**src/rtl/lycalo_pkg.sv**
```systemverilog
// Shared constants and types for the layer-calorimeter trigger readout.
// Event word layout: timestamp in the upper half, sign-extended charge sum in the lower half.
package lycalo_pkg;
    localparam int QSUM_W   = 29;
    localparam int TS_W     = 32;
    localparam int EVT_W    = 64;
    localparam int TS_LSB   = 32;
    localparam int QSUM_LSB = 0;

    typedef enum logic {
        IDLE = 1'b0,
        DEAD = 1'b1
    } state_t;
endpackage

```
**src/rtl/lycalo_evt_fifo.sv**
```systemverilog
// Synchronous first-word-fall-through FIFO. The head is kept in its own register so
// the output holds its last value when the FIFO drains and reads back 0 after reset.
module lycalo_evt_fifo #(
    parameter int DEPTH = 16,
    parameter int W     = 64
) (
    input  logic                       CLK,
    input  logic                       RSTN,
    input  logic                       i_push,
    input  logic [W-1:0]               i_din,
    input  logic                       i_pop,
    output logic [W-1:0]               o_dout,
    output logic                       o_full,
    output logic                       o_empty,
    output logic [$clog2(DEPTH):0]     o_level
);
    localparam int AW = $clog2(DEPTH);

    logic [W-1:0]  r_mem [DEPTH];
    logic [AW-1:0] r_wr_ptr;
    logic [AW-1:0] r_rd_ptr;
    logic [AW:0]   r_level;
    logic [W-1:0]  r_head;
    logic [AW-1:0] w_rd_nxt;
    logic          w_pop;
    logic          w_push;

    assign o_empty  = (r_level == '0);
    assign o_full   = (r_level == (AW+1)'(DEPTH));
    assign w_pop    = i_pop & ~o_empty;
    assign w_push   = i_push & (~o_full | w_pop);
    assign w_rd_nxt = r_rd_ptr + AW'(1);

    always_ff @(posedge CLK) begin
        if (w_push)
            r_mem[r_wr_ptr] <= i_din;
    end

    always_ff @(posedge CLK) begin
        if (!RSTN) begin
            r_wr_ptr <= '0;
            r_rd_ptr <= '0;
            r_level  <= '0;
            r_head   <= '0;
        end else begin
            if (w_push)
                r_wr_ptr <= r_wr_ptr + AW'(1);
            if (w_pop)
                r_rd_ptr <= w_rd_nxt;
            case ({w_push, w_pop})
                2'b10:   r_level <= r_level + (AW+1)'(1);
                2'b01:   r_level <= r_level - (AW+1)'(1);
                default: r_level <= r_level;
            endcase
            // Next head comes from memory if already stored, else from the word arriving now.
            if (w_pop) begin
                if (r_level > (AW+1)'(1))
                    r_head <= r_mem[w_rd_nxt];
                else if (w_push)
                    r_head <= i_din;
            end else if (w_push && o_empty) begin
                r_head <= i_din;
            end
        end
    end

    assign o_dout  = r_head;
    assign o_level = r_level;
endmodule

```
**src/rtl/lycalo_trg_readout.sv**
```systemverilog
// Layer-calorimeter trigger consumer: edge-detects LYCALOTRG, time-stamps the charge sum,
// enforces a dead time after each capture and queues event words for DAQ readout.
module lycalo_trg_readout #(
    parameter int DEPTH  = 16,
    parameter int TS_W   = lycalo_pkg::TS_W,
    parameter int QSUM_W = lycalo_pkg::QSUM_W
) (
    input  logic                          CLK,
    input  logic                          RSTN,
    input  logic                          ENABLE,
    input  logic [15:0]                   DEADTIME,
    input  logic                          LYCALOTRG,
    input  logic signed [QSUM_W-1:0]      LYCALOQSUM,
    output logic [lycalo_pkg::EVT_W-1:0]  EVT_DATA,
    output logic                          EVT_VALID,
    input  logic                          EVT_READY,
    output logic [$clog2(DEPTH):0]        FIFO_LEVEL,
    output logic [31:0]                   EVT_CNT,
    output logic [15:0]                   DROP_CNT
);
    import lycalo_pkg::*;

    function automatic logic [31:0] sext32(input logic [QSUM_W-1:0] v);
        logic [31:0] ext;
        ext = {32{v[QSUM_W-1]}};
        ext[QSUM_W-1:0] = v;
        return ext;
    endfunction

    logic [TS_W-1:0]  r_ts;
    logic             r_trg_d;
    state_t           r_state;
    logic [15:0]      r_dead;
    logic [31:0]      r_evt_cnt;
    logic [15:0]      r_drop_cnt;

    logic             w_edge;
    logic             w_capture;
    logic             w_fifo_ok;
    logic             w_push;
    logic             w_full;
    logic             w_empty;
    logic [EVT_W-1:0] w_word;

    assign w_edge    = LYCALOTRG & ~r_trg_d;
    assign w_capture = (r_state == IDLE) & w_edge & ENABLE;
    // A full FIFO still accepts when the head leaves in the same cycle.
    assign w_fifo_ok = ~w_full | (EVT_VALID & EVT_READY);
    assign w_push    = w_capture & w_fifo_ok;

    always_comb begin
        w_word = '0;
        w_word[TS_LSB +: 32]   = 32'(r_ts);
        w_word[QSUM_LSB +: 32] = sext32(LYCALOQSUM);
    end

    always_ff @(posedge CLK) begin
        if (!RSTN) begin
            r_ts       <= '0;
            r_trg_d    <= 1'b1;
            r_state    <= IDLE;
            r_dead     <= '0;
            r_evt_cnt  <= '0;
            r_drop_cnt <= '0;
        end else begin
            r_ts    <= r_ts + TS_W'(1);
            r_trg_d <= LYCALOTRG;
            if (w_push)
                r_evt_cnt <= r_evt_cnt + 32'd1;
            if (w_capture && !w_fifo_ok && r_drop_cnt != 16'hFFFF)
                r_drop_cnt <= r_drop_cnt + 16'd1;
            case (r_state)
                IDLE: begin
                    if (w_capture && DEADTIME != 16'd0) begin
                        r_dead  <= DEADTIME;
                        r_state <= DEAD;
                    end
                end
                DEAD: begin
                    r_dead <= r_dead - 16'd1;
                    if (r_dead == 16'd1)
                        r_state <= IDLE;
                end
                default: r_state <= IDLE;
            endcase
        end
    end

    lycalo_evt_fifo #(
        .DEPTH (DEPTH),
        .W     (EVT_W)
    ) u_fifo (
        .CLK     (CLK),
        .RSTN    (RSTN),
        .i_push  (w_push),
        .i_din   (w_word),
        .i_pop   (EVT_READY),
        .o_dout  (EVT_DATA),
        .o_full  (w_full),
        .o_empty (w_empty),
        .o_level (FIFO_LEVEL)
    );

    assign EVT_VALID = ~w_empty;
    assign EVT_CNT   = r_evt_cnt;
    assign DROP_CNT  = r_drop_cnt;
endmodule

```
**config.mk**
```make
export PLATFORM = sky130hd
export DESIGN_NAME = lycalo_trg_readout
export DESIGN_NICKNAME = d
export VERILOG_FILES = /design/src/rtl/lycalo_pkg.sv /design/src/rtl/lycalo_evt_fifo.sv /design/src/rtl/lycalo_trg_readout.sv
export SDC_FILE = /design/constraint.sdc
export NUM_CORES = 1
export LEC_CHECK = 0
export CAP_MARGIN = 0
export CORE_MARGIN = 1.5
export CORE_UTILIZATION = 45
export DETAILED_ROUTE_END_ITERATION = 7
export GPL_ROUTABILITY_DRIVEN = 0
export SYNTH_ARGS = -nofsm -noshare
export SYNTH_HDL_FRONTEND = slang
export SYNTH_HIERARCHICAL = 1
export SYNTH_SLANG_ARGS = --single-unit
```
**constraint.sdc**
```tcl
create_clock -name CLK -period 15.12 [get_ports CLK]
set_input_delay 2.268 -clock CLK [delete_from_list [all_inputs] [get_ports CLK]]
set_output_delay 2.268 -clock CLK [all_outputs]
set_load 0.02 [all_outputs]
```
==> results.yml, run 1 <==
min_path:
  worstHoldPathType: "reg -> reg"
drt:
  initialDrtViolationCount: 2059
  drc_errors: 0
  ant_nets: 0
  vias_per_cell: 5.722
  firstDrtPassIters: 5
  post_drt_wl_per_cell_um: 23.76
  vias: 26110
  routed_wl_um: 108400
synth:
  ys_ff_latch: 1199
  ys_dominant_reg_cell: "edfxtp_1"
  synth-async-reset-ratio_pct: 0
  yosys_warnings: 6
  synth-edff-count: 1024
  ys_top_cells_by_count: "edfxtp_1, mux2i_1, a22oi_1"
  yosysSeqAreaShare_pct: 72.46
  syn_area_um2: 47270
  synth_cells: 2907
  synth.area.top_cells: "edfxtp_1, mux2i_1, dfxtp_1"
  yosys.area.top_type_share_pct: 65.05
  synth_cell_types: 65
  synth.most_common_cell: "edfxtp_1"
  syn_area_per_cell_um2: 16.26
  syn_nets: 2971
  synth_largest_area_cell: "edfxtp_1"
global_routing:
  grt_pass1_vias: 26570
  grt_max_degree: 144
  grt_antenna_before_repair: 1
  grt_use_total_pct: 20.11
  grt_pass1_wl_um: 163900
  gr-total-overflow: 0
power:
  ir_drop_v: 0.0002102
  cellLeakagePower_uw: 0.01778
  powerDensity_nw_per_um2: 165.0
critical_path:
  end_kind: "flop"
  required_ps: 15430
  cp_common_cell: "buf_4"
  start_kind: "input pin"
  crit_fanout: 40
  arrival_ps: 6510
  crit_path_cell_trace: "clkdlybuf4s50_1, nand2b_1, a21oi_1, inv_1, a41oi_1, buf_4, nand2_1, nor2_4, buf_4"
  crit_slowest_cell: "nor2_4"
  criticalPathCategory: "in -> reg"
  critical_path.max_stage_delay_ps: 880
cells_and_area:
  drive_gt1_share_pct: 9.362
  fill_cells: 8339
  n_antenna_cell: 0
  layoutNonFillerInstCount: 4563
  nets: 3142
  area_growth_syn_to_layout_pct: 14.97
run:
  maxCapViolations: 0
sta:
  rsz0062_at_grt: "no"
  final_hold_viol_count: 0
  finalCritPeriodShare_pct: 41.04
  slew_violations: 0
  setup-tns-final_ps: 0
  hold_slack_ps: 505.7
  tightestPinTransition_ps: 1361
  fmax_ghz: 0.1611
  period_minus_slack_ps: 6206
  fin_worst_skew_ps: 39.87
  slew_headroom_pct: 9.068
  finalSetupViolations: 0
clock_tree:
  cts_max_level: 3
  root_buffer: "clkbuf_16"
  post_cts_buffers: 0
  ctsResizeCount: 0
  cts_buffers: 118
  hold_buffers: 0
  cts_tree: "yes"
  clkSlewWorstSetupHoldPaths_ps: 60
  worstSkewPairLatency_ps: 720
  numClockSinks: 1199
  cts_buffer_depth: 3
status:
  outcome: "finished clean"
placement:
  dp.cells: 4338
  port_buffers: 167
  hpwl_um: 57400
floorplanning:
  dieArea_um2: 107000
  die_x_um: 327.1
  pin_count: 168
  die_height_um: 327.1
  floorplan.rows: 118
  coreArea_um2: 103800
  start_util_pct: 45.55
## cells in the final DEF (no fill, tap or decap), types with 3 or more instances in the layout
cell and count:
and3_1 14, o21ai_0 5, xnor2_1 35, nor4_1 17
clkinv_2 21, nand4_1 35, dfxtp_1 175, clkinvlp_4 7
edfxtp_1 1024, nand2_1 42, a2111oi_2 3, clkbuf_16 119
nor2_4 14, bufinv_16 14, o311ai_0 3, a31oi_1 5
nor3_2 5, clkdlybuf4s50_1 166, or2_2 3, nand2b_1 9
nor2_1 103, o211ai_1 40, nor3_1 14, a22oi_1 257
a21oi_1 17, clkinv_1 15, o211ai_2 25, inv_1 17
xor2_1 50, mux2i_1 582, nand3_1 171, and4_1 11
clkbuf_1 30, and2_4 3, ha_1 13, clkbuf_8 10
buf_4 48, and2_1 7
## final timing paths
kind                                                startpoint                       endpoint  slack [ps]  cells past startpoint
worst min-delay path                   r_dead[15]$_SDFFE_PN0P_        r_dead[15]$_SDFFE_PN0P_         510                      2
worst max-delay path                                 EVT_READY  u_fifo/r_mem[7][35]$_DFFE_PP_        8910                      9
worst max register to register  u_fifo/o_level[1]$_SDFFE_PN0P_  u_fifo/r_mem[7][35]$_DFFE_PP_       10050                     11
worst min register to register         r_dead[15]$_SDFFE_PN0P_        r_dead[15]$_SDFFE_PN0P_         510                      2
## registers in the layout (all words and copies together), names as in the netlist
| signal | flops |
|---|---|
| r_trg_d | 1 |
| EVT_CNT | 32 |
| u_fifo/r_rd_ptr | 4 |
| u_fifo/o_level | 5 |
| r_ts | 32 |
| r_state | 1 |
| u_fifo/o_dout | 64 |
| u_fifo/r_wr_ptr | 4 |
| DROP_CNT | 16 |
| u_fifo/r_mem | 1024 |
| r_dead | 16 |
## per-layer routing
metal | up-vias | GRT usage, % | share of wire (%)
met4 | 0 | 5.072 | 2.1
met5 | - | 0 | 0
met1 | 13500 | 27.38 | 44
li1 | 11800 | - | -
met3 | 156 | 3.209 | 5.0
met2 | 646 | 33.76 | 49
## cells by family after synthesis
logic type,share of synthesized area [%]
DFF,72.46
buffers and inverters,1.988
and+or+nand+nor,5.058
muxes,12.32
AOI/OAI and AO/OA,6.230
adders and majority gates,0.3705
xor gates and xnor gates,1.575
## power by group
part	total [µW]	switching [µW]	leakage (µW)	internal, µW
logic	2240	1290	0.00505	955
registers	3750	94.0	0.0108	3660
clock network	2970	1230	0.00194	1740
total	8970	2610	0.0178	6350
## final cells by class
cell class / count / area [µm²] / area share [%]
inverter: 18 / 67.56 / 0.1243
clock inverter: 66 / 782.0 / 1.439
sequential: 1199 / 34250 / 63.02
timing repair buffer: 216 / 2047 / 3.766
multi-input combinational: 1525 / 12250 / 22.53
tap: 1380 / 1727 / 3.177
clock buffer: 159 / 3228 / 5.939
## per-stage QoR
| stage | power (µW) | setup slack, ps | instance area [µm²] | utilization [%] |
|---|---|---|---|---|
| floorplan | 5435 | 6490 | 47270 | - |
| global placement | 6040 | 8321 | 50340 | 48.50 |
| detailed placement | 6078 | 8257 | 50340 | 48.50 |
| CTS | 9051 | 8988 | 54350 | 52.37 |
| global route | 9325 | 8645 | 54350 | 52.37 |
| finish | 8966 | 8914 | 54350 | 52.37 |
## critical path: cells and delay by family
family,cells,cell delay [ps]
AOI/OAI and AO/OA,2,1080
buffers and inverters,4,1770
and+or+nand+nor,3,1330
Power figures use the tool's default switching activity.
==> run 2, diff against run 1 <==
==> constraint.sdc (replaced) <==
create_clock -name CLK -period 6.2 [get_ports CLK]
set_input_delay 0.93 -clock CLK [delete_from_list [all_inputs] [get_ports CLK]]
set_output_delay 0.93 -clock CLK [all_outputs]
set_load 0.02 [all_outputs]
==> run 2 against run 1 <==
  * Sequential cell count unchanged
  * Cell count unchanged
  * Via count decreased by 0.21%
  * Combinational power increased by 150%
  * Global-route usage increased by 0.30 points
  * Setup slack got worse by 6800 ps
  * Core utilization increased by 0.37 points
  * Die area unchanged
  * Clock power increased by 150%
  * Register-to-register slack got worse by 8000 ps
  * Non-clock buffer count unchanged
  * Largest power group unchanged
  * Wire length increased by 1.1%
==> results.yml, run 2 (synthesis results as in run 1) <==
sta:
  fin_worst_skew_ps: 29.74
  slew_headroom_pct: 12.80
  finalCritPeriodShare_pct: 66.45
  fmax_ghz: 0.2427
  setup-tns-final_ps: 0
  finalSetupViolations: 0
  tightestPinTransition_ps: 1303
  period_minus_slack_ps: 4120
  rsz0062_at_grt: "no"
  slew_violations: 0
  final_hold_viol_count: 0
cells_and_area:
  drive_gt1_share_pct: 9.582
  final_cell_mix: "edfxtp_1, mux2i_1, a22oi_1, dfxtp_1, nand3_1"
  finalInstanceArea_um2: 54730
  final_common_cell: "edfxtp_1"
  top_register: "u_fifo/r_mem"
  nets: 3143
  fin_util_pct: 52.73
  multi_input_area_um2: 12270
  n_antenna_cell: 0
  fill_cells: 8228
  area_growth_syn_to_layout_pct: 15.78
  largest_reg_flops: 1024
  regArea_um2: 34250
  layoutNonFillerInstCount: 4563
global_routing:
  gr-total-overflow: 0
  grt_max_degree: 138
  grt_antenna_before_repair: 0
  grt_pass1_wl_um: 166600
  grt_use_total_pct: 20.41
  grt_pass1_vias: 26610
drt:
  wl_met1_um: 48260
  wl_met2_um: 53310
  dr_wl_met3_um: 5580
  firstDrtPassIters: 8
  post_drt_wl_per_cell_um: 24.02
  routed_wl_um: 109600
  top_layer_used: "met4"
  drc_errors: 0
  ant_nets: 0
  vias_per_cell: 5.710
  vias: 26050
  initialDrtViolationCount: 1995
clock_tree:
  worstSkewPairLatency_ps: 710
  ctsResizeCount: 0
  hold_buffers: 0
  cts_buffer_depth: 3
  cts_buffers: 119
  numClockSinks: 1199
  root_buffer: "clkbuf_16"
  clkSlewWorstSetupHoldPaths_ps: 60
  cts_max_level: 3
  cts_tree: "yes"
  post_cts_buffers: 0
power:
  switchingPower_uw: 6382
  netSwitchingFraction_pct: 29.02
  powerDensity_nw_per_um2: 401.7
  cellLeakagePower_uw: 0.01785
  p_seq_share_pct: 41.7
  internal_power_uw: 15610
  ir_drop_v: 0.0005083
  p_comb_share_pct: 25.0
  clkPwrFrac_pct: 33.3
placement:
  hpwl_um: 57760
  port_buffers: 167
  dp.cells: 4338
  place_area_um2: 50650
floorplanning:
  start_util_pct: 45.55
  coreArea_um2: 103800
  floorplan.rows: 118
  dieArea_um2: 107000
  pin_count: 168
  die_x_um: 327.1
  die_height_um: 327.1
critical_path:
  crit_fanout: 27
  required_ps: 6530
  arrival_ps: 4450
  end_kind: "flop"
  crit_path_cell_trace: "inv_1, ha_1, nor4b_4, nand2b_1, a21oi_1, buf_4, inv_1, a41oi_1, buf_4, nand2_1, nor2_4, buf_4"
  critical_path.max_stage_delay_ps: 650
  criticalPathCategory: "reg -> reg"
  crit_slowest_cell: "nor2_4"
  cp_common_cell: "buf_4"
  start_kind: "flop"
status:
  outcome: "finished clean"
min_path:
  worstHoldPathType: "reg -> reg"
run:
  maxCapViolations: 0
-- run 2: changes by cell type in the layout (fill, tap and decap cells not counted), sizes merged --
cell and change:
clkinv -11, clkinvlp -5, bufinv -2, clkbuf +19, inv -1
-- run 2: layout make-up --
type | count | area share [%]
Inverter | 18 | 0.1234
Sequential cell | 1199 | 62.58
Clock buffer | 178 | 6.321
Tap cell | 1380 | 3.155
Timing Repair Buffer | 216 | 4.266
Multi-Input combinational cell | 1525 | 22.42
Clock inverter | 47 | 1.132
-- run 2: worst paths after layout --
kind | from | end | slack (ps) | depth (start not counted)
max reg2reg | u_fifo/o_level[0]$_SDFFE_PN0P_ | u_fifo/r_mem[7][30]$_DFFE_PP_ | 2080 | 12
min reg2reg | r_dead[15]$_SDFFE_PN0P_ | r_dead[15]$_SDFFE_PN0P_ | 520 | 2
max | u_fifo/o_level[0]$_SDFFE_PN0P_ | u_fifo/r_mem[7][30]$_DFFE_PP_ | 2080 | 12
min | r_dead[15]$_SDFFE_PN0P_ | r_dead[15]$_SDFFE_PN0P_ | 520 | 2
-- run 2: per-layer routing --
layer,vias up,track usage [%]
li1,11820,-
met1,13340,28.18
met2,735,33.79
met3,157,3.234
met4,0,5.213
met5,-,0
-- run 2: worst max-delay path: cells and delay by family, from the launching register on --
| family | cells | cell delay, ps |
|---|---|---|
| flops | 1 | 440 |
| compound gates | 2 | 400 |
| buf+inv | 5 | 1230 |
| simple gates | 4 | 1350 |
| fa+ha+maj | 1 | 250 |
-- run 2: through the flow --
stage / setup slack (ps) / hold WS, ps / power [µW]
after global placement: 1642 / 467.4 / 14810
after floorplan: 474.0 / 453.1 / 13250
after detailed placement: 1585 / 499.6 / 14880
final: 2080 / 517.8 / 21990
after global routing: 1731 / 540.7 / 22860
after CTS: 2064 / 508.5 / 22210
-- run 2: power by group through the flow --
stage          Combinational, µW  Sequential (µW)  Clock [µW]
3_3_place_gp                5470             9340           0
3_5_place_dp                5530             9350           0
4_1_cts                     5540             9180        7480
2_1_floorplan               3800             9450           0
6_report                    5490             9170        7330
5_1_grt                     5880             9190        7790
